## src/rtl/arkhe_meas_pkg.sv

```systemverilog
// Shared types and constants for the Arkhe measurement unit: FSM states,
// Q-format constants, LFSR parameters and datapath widths.
package arkhe_meas_pkg;

  localparam int SAMPLE_W  = 18;
  localparam int FRAC_BITS = 15;
  localparam int PROB_W    = 16;
  localparam int ACC_W     = 24;
  localparam int CNT_W     = 16;
  localparam int WSEL_W    = 3;
  localparam int SCNT_W    = 8;

  localparam logic [PROB_W-1:0] ONE       = 16'h8000;
  localparam logic [PROB_W-1:0] MAG_SAT   = 16'hFFFF;
  localparam logic [15:0]       LFSR_SEED = 16'hACE1;
  // Right-shifting Galois form of x^16 + x^14 + x^13 + x^11
  localparam logic [15:0]       LFSR_TAPS = 16'hB400;

  typedef enum logic [1:0] {
    IDLE,
    ACCUM,
    DECIDE,
    HOLD
  } state_t;

  function automatic logic [15:0] lfsr_next(input logic [15:0] s);
    lfsr_next = {1'b0, s[15:1]} ^ (s[0] ? LFSR_TAPS : 16'h0000);
  endfunction

endpackage

```

## src/rtl/arkhe_mag2.sv

```systemverilog
// Registered squared-magnitude stage: (re^2 + im^2) >> 15 at full precision,
// saturated to 16 bits, with a valid flag that marks a pending result.
module arkhe_mag2
  import arkhe_meas_pkg::*;
(
  input  logic                       clk,
  input  logic                       rst_n,
  input  logic                       in_fire,
  input  logic signed [SAMPLE_W-1:0] psi_re,
  input  logic signed [SAMPLE_W-1:0] psi_im,
  output logic                       mag_valid,
  output logic        [PROB_W-1:0]   mag2
);

  logic signed [2*SAMPLE_W-1:0]         re_sq;
  logic signed [2*SAMPLE_W-1:0]         im_sq;
  logic        [2*SAMPLE_W:0]           sum;
  logic        [2*SAMPLE_W-FRAC_BITS:0] shifted;
  logic        [PROB_W-1:0]             sat;

  // Squares are never negative, so the sum is safely treated as unsigned
  always_comb begin
    re_sq   = (2*SAMPLE_W)'(psi_re) * (2*SAMPLE_W)'(psi_re);
    im_sq   = (2*SAMPLE_W)'(psi_im) * (2*SAMPLE_W)'(psi_im);
    sum     = {1'b0, re_sq} + {1'b0, im_sq};
    shifted = sum[2*SAMPLE_W:FRAC_BITS];
    sat     = (|shifted[$high(shifted):PROB_W]) ? MAG_SAT : shifted[PROB_W-1:0];
  end

  always_ff @(posedge clk or negedge rst_n) begin
    if (!rst_n) begin
      mag_valid <= 1'b0;
      mag2      <= '0;
    end else begin
      mag_valid <= in_fire;
      if (in_fire) mag2 <= sat;
    end
  end

endmodule

```

## src/rtl/arkhe_measurement_unit.sv

```systemverilog
// Averages |psi|^2 over a 2^window_sel sample window and collapses the result
// to a basis state using a free-running LFSR as the random source.
module arkhe_measurement_unit
  import arkhe_meas_pkg::*;
(
  input  logic                       clk,
  input  logic                       rst_n,
  input  logic                       start,
  input  logic        [WSEL_W-1:0]   window_sel,
  input  logic                       in_valid,
  output logic                       in_ready,
  input  logic signed [SAMPLE_W-1:0] psi_re,
  input  logic signed [SAMPLE_W-1:0] psi_im,
  output logic                       busy,
  output logic                       out_valid,
  input  logic                       out_ready,
  output logic                       outcome,
  output logic        [PROB_W-1:0]   prob_avg,
  output logic        [CNT_W-1:0]    meas_count
);

  state_t              state;
  state_t              state_nxt;
  logic [WSEL_W-1:0]   wsel_q;
  logic [SCNT_W-1:0]   samp_cnt;
  logic [SCNT_W-1:0]   last_idx;
  logic [ACC_W-1:0]    acc;
  logic [ACC_W-1:0]    avg_full;
  logic [PROB_W-1:0]   avg_sat;
  logic [15:0]         lfsr;
  logic [PROB_W-1:0]   mag2;
  logic                mag_valid;
  logic                settle;
  logic                in_fire;
  logic                out_fire;
  logic                last_sample;
  logic                pipe_empty;
  logic                decide_outcome;
  logic                decide_fire;

  arkhe_mag2 u_mag2 (
    .clk       (clk),
    .rst_n     (rst_n),
    .in_fire   (in_fire),
    .psi_re    (psi_re),
    .psi_im    (psi_im),
    .mag_valid (mag_valid),
    .mag2      (mag2)
  );

  assign in_fire     = (state == ACCUM) && in_valid;
  assign out_fire    = (state == HOLD) && out_ready;
  assign last_idx    = (SCNT_W'(1) << wsel_q) - SCNT_W'(1);
  assign last_sample = in_fire && (samp_cnt == last_idx);
  // The settle flag gives the accumulator one quiet cycle after its final add
  assign pipe_empty  = !mag_valid && !settle;
  assign decide_fire = (state == DECIDE) && pipe_empty;

  always_comb begin
    avg_full       = acc >> wsel_q;
    avg_sat        = (|avg_full[ACC_W-1:PROB_W]) ? MAG_SAT : avg_full[PROB_W-1:0];
    decide_outcome = (avg_sat >= ONE) || (lfsr[14:0] < avg_sat[14:0]);
  end

  always_comb begin
    state_nxt = state;
    in_ready  = 1'b0;
    busy      = 1'b1;
    out_valid = 1'b0;
    unique case (state)
      IDLE: begin
        busy = 1'b0;
        if (start) state_nxt = ACCUM;
      end
      ACCUM: begin
        in_ready = 1'b1;
        if (last_sample) state_nxt = DECIDE;
      end
      DECIDE: begin
        if (pipe_empty) state_nxt = HOLD;
      end
      HOLD: begin
        out_valid = 1'b1;
        if (out_ready) state_nxt = IDLE;
      end
      default: state_nxt = IDLE;
    endcase
  end

  always_ff @(posedge clk or negedge rst_n) begin
    if (!rst_n) begin
      state <= IDLE;
      lfsr  <= LFSR_SEED;
    end else begin
      state <= state_nxt;
      lfsr  <= lfsr_next(lfsr);
    end
  end

  // A fresh start wipes any leftover window state before sampling begins
  always_ff @(posedge clk or negedge rst_n) begin
    if (!rst_n) begin
      wsel_q   <= '0;
      samp_cnt <= '0;
      acc      <= '0;
      settle   <= 1'b0;
    end else begin
      settle <= mag_valid;
      if ((state == IDLE) && start) begin
        wsel_q   <= window_sel;
        samp_cnt <= '0;
        acc      <= '0;
      end else begin
        if (in_fire)   samp_cnt <= samp_cnt + SCNT_W'(1);
        if (mag_valid) acc      <= acc + ACC_W'(mag2);
      end
    end
  end

  always_ff @(posedge clk or negedge rst_n) begin
    if (!rst_n) begin
      prob_avg   <= '0;
      outcome    <= 1'b0;
      meas_count <= '0;
    end else begin
      if (decide_fire) begin
        prob_avg <= avg_sat;
        outcome  <= decide_outcome;
      end
      if (out_fire) meas_count <= meas_count + CNT_W'(1);
    end
  end

endmodule

```

## config.mk

```make
export PLATFORM = sky130hd
export DESIGN_NAME = arkhe_measurement_unit
export DESIGN_NICKNAME = d
export VERILOG_FILES = /design/src/rtl/arkhe_meas_pkg.sv /design/src/rtl/arkhe_mag2.sv /design/src/rtl/arkhe_measurement_unit.sv
export SDC_FILE = /design/constraint.sdc
export NUM_CORES = 2
export LEC_CHECK = 0
export CELL_PAD_IN_SITES_DETAIL_PLACEMENT = 1
export CELL_PAD_IN_SITES_GLOBAL_PLACEMENT = 1
export CORE_MARGIN = 2
export CORE_UTILIZATION = 40
export CTS_BUF_LIST = sky130_fd_sc_hd__clkbuf_4
export DETAILED_ROUTE_END_ITERATION = 6
export GPL_ROUTABILITY_DRIVEN = 0
export PLACE_DENSITY = 0.75
export SYNTH_ARGS = -nofsm -noshare
export SYNTH_HDL_FRONTEND = slang
export SYNTH_SLANG_ARGS = --single-unit
```

## constraint.sdc

```tcl
create_clock -name clk -period 5.1 [get_ports clk]
set_input_delay 0.51 -clock clk [delete_from_list [all_inputs] [get_ports clk]]
set_output_delay 0.51 -clock clk [all_outputs]
set_load 0.01 [all_outputs]
```

==> impl_metrics.ini <==
[clocking]
cts-root-buf = clkbuf_4
cts.clk_slew.worst_paths_ns = 0.23
clkSinkCount = 104
htreeDepth = 3
insertion_delay_ns = 0.52
cts_tree = done
numCtsBuffers = 9
clockBufferDepth = 2

[global_routing]
grt_pass1_vias = 28180
grt_use_total = 0.2442
antenna_found_initial = 1
grt-ovfl-total = 0
grt_max_degree = 61
grt_pass1_wl_um = 143000

[setup_path]
worst_ep_required_time_ns = 5.48
end_kind = flop
critPathTopFamily = adder cells
path_common_cell = buf_4
startpoint = psi_re[13]
r2r_cells = 17
crit_end = u_mag2.mag2[0]$_DFFE_PN0P_
cp-start-kind = input pin
slowest_stage = fa_1
cp_num_cells = 35
r2r_start = wsel_q[1]$_DFFE_PN0P_
cpPeakStageDelay_ns = 0.58
r2r-end = outcome$_DFFE_PN0P_
crit_arrival_ns = 8.71
r2r_setup_slack_ns = 1.22
cp_num_buf_inv = 12
path_max_fanout = 8
crit_type = input pin to flop

[cells_and_area]
seq_area_um2 = 2613
num-nets-final = 4680
area_delta_synth_final_pct = 27.28
finalNonFillerCells = 4715
nFillCells = 8187
multi_input_area_um2 = 23660
design_area_um2 = 36670
drive_above_1_share = 0.2416

[floorplanning]
die_area_um2 = 74190
die_y_um = 272.4
ios = 80
fp-row-count = 98
core_um2 = 71360
chipWidth_um = 272.4
start_util = 0.4037

[placement]
place_inst = 4603
io_buffers = 79
place_hpwl_um = 70200
placed_cell_area_um2 = 34660

[detailed_routing]
viasPerCell = 5.102
remaining_drc_errors = 0
wl_per_cell_um = 19.94
first_iter_violations = 1012
num_vias = 24060
dr.pass1.iters = 5
ant_nets = 0
totalWireLength_um = 94020

[synthesis]
synthCells = 3166
synthTopCellsByCount = 864 x inv_1, 599 x fa_1, 303 x nand2_1
ys_top_cells_by_area = fa_1 42%, ha_1 12%, inv_1 11%, dfrtp_1 8.3%, nand2_1 3.9%
synthAdderAreaFrac = 0.5374
synth-compound-area-share = 0.07730
synth-edff-count = 0
ys_warn_count = 0
ys.flop_type = dfrtp_1
ys_ff_latch = 104
yosys.area.top_type = fa_1
yosysUniqueCellTypes = 63
synth_top_area_frac = 0.4162
yosysMostFrequentCell = inv_1
synth-xor-area-share = 0.04621
synth_nets = 4088
yosys.area_share.simple = 0.1081
synthesis.area_um2 = 28810
yosysSeqAreaShare = 0.09068
muxShareOfSynthArea = 0.01533
synth_top_family_by_area = adder cells
async_flop_share = 1.000
synth.avg_cell_area_um2 = 9.100

[min_path]
hold_class = input pin to async pin

[timing]
setup_viol = 16
worstMarginPinSlew_ns = 1.132
max_freq_ghz = 0.1201
fin_crit_ns = 8.328
slew_headroom = 0.2455
finalWorstSetupSlack_ns = -3.228
hold_viol_final = 0
grt_setup_unrepaired = yes
finalCritPeriodShare = 1.633
clock_skew_ns = 0.05038
drv_slew = 0

[status]
violations = setup timing
outcome = complete, but fails checks

[flow_run]
drv_cap = 0
-- stage by stage --
stage | setup WS, ns | utilization | setup TNS [ns] | hold WS, ns
floorplan | -2.780 | - | -43.82 | 0.2144
global placement | -3.521 | 0.4857 | -56.16 | 0.3630
detailed placement | -3.839 | 0.4857 | -60.87 | 0.3637
CTS | -2.682 | 0.5069 | -42.24 | 0.07143
global route | -3.413 | 0.5138 | -54.00 | 0.08871
finish | -3.228 | 0.5139 | -50.78 | 0.07366
-- worst min path at each step --
stage / start / end / slack [ns]
4_1_cts: rst_n / acc[13]$_DFFE_PN0P_ / 0.07
3_3_place_gp: lfsr[6]$_DFF_PN1_ / lfsr[5]$_DFF_PN1_ / 0.36
6_report: rst_n / acc[11]$_DFFE_PN0P_ / 0.07
2_1_floorplan: rst_n / acc[0]$_DFFE_PN0P_ / 0.21
3_5_place_dp: lfsr[6]$_DFF_PN1_ / lfsr[5]$_DFF_PN1_ / 0.36
5_1_grt: rst_n / meas_count[14]$_DFFE_PN0P_ / 0.09
-- layout make-up --
| type | count | area share |
|---|---|---|
| antenna | 2 | 0.0001365 |
| clock buffer | 9 | 0.001842 |
| clock inverter | 7 | 0.002354 |
| inverter | 864 | 0.08891 |
| multi-input combinational | 2105 | 0.6453 |
| sequential | 104 | 0.07124 |
| tap | 950 | 0.03241 |
| timing repair buffer | 674 | 0.1578 |
-- sequential cells by signal, summed over array words and instances, names as in the netlist --
signal	cells
outcome	1
prob_avg	16
acc	24
u_mag2.mag2	16
meas_count	16
samp_cnt	8
state	2
u_mag2.mag_valid	1
settle	1
wsel_q	3
lfsr	16
-- what timing repair did --
action	in CTS	in global routing
pin swaps	100	93
buffers inserted	64	25
cloned	8	0
endpoints found under the setup margin	16	16
resized for setup	300	100
hold buffers	0	0
-- cell families (layout without fill, tap and decap cells) --
kind of cell / after synthesis / count (layout)
AO/OA/AOI/OAI: 342 / 342
XOR/XNOR: 152 / 152
adder cells (fa/ha/maj): 878 / 878
buffers and inverters: 957 / 1554
flip-flops: 104 / 104
multiplexers: 38 / 38
other: 0 / 2
AND/OR/NAND/NOR: 695 / 695
-- layer usage --
layer / GRT usage / routed length, um / vias to the layer above
li1: - / - / 10710
met1: 0.2668 / 34630 / 12410
met2: 0.4739 / 51190 / 620
met3: 0.02054 / 2967 / 321
met4: 0.1128 / 5229 / 0
met5: 0 / 0 / -
-- worst reg2reg max path: stages, from the launching register on --
cell	delay [ns]
dfrtp_1	0.36
buf_4	0.35
mux4_2	0.59
nor4_1	0.29
nor2_1	0.09
nor4_2	0.28
buf_4	0.24
o211a_1	0.23
ha_1	0.27
a21oi_1	0.16
nor2b_1	0.06
o21ai_0	0.14
nand2b_1	0.08
a21oi_1	0.17
nor2b_1	0.08
o21ai_0	0.15
o2111ai_1	0.12
o21ai_0	0.18
-- layout by cell type, fill, tap and decap left out, types with 42 or more instances in the layout --
cell type	count
inv_1	812
fa_1	572
buf_4	537
nand2_1	278
ha_1	250
nor2_1	154
xnor2_1	100
a21oi_1	97
dfrtp_1	96
and2_1	70
xor2_1	49
inv_2	47
o21ai_0	45
a21o_1	44
clkdlybuf4s50_1	42
Power is not shown: default switching activity piles up to over one toggle a cycle in this logic, so the estimate is an artifact.
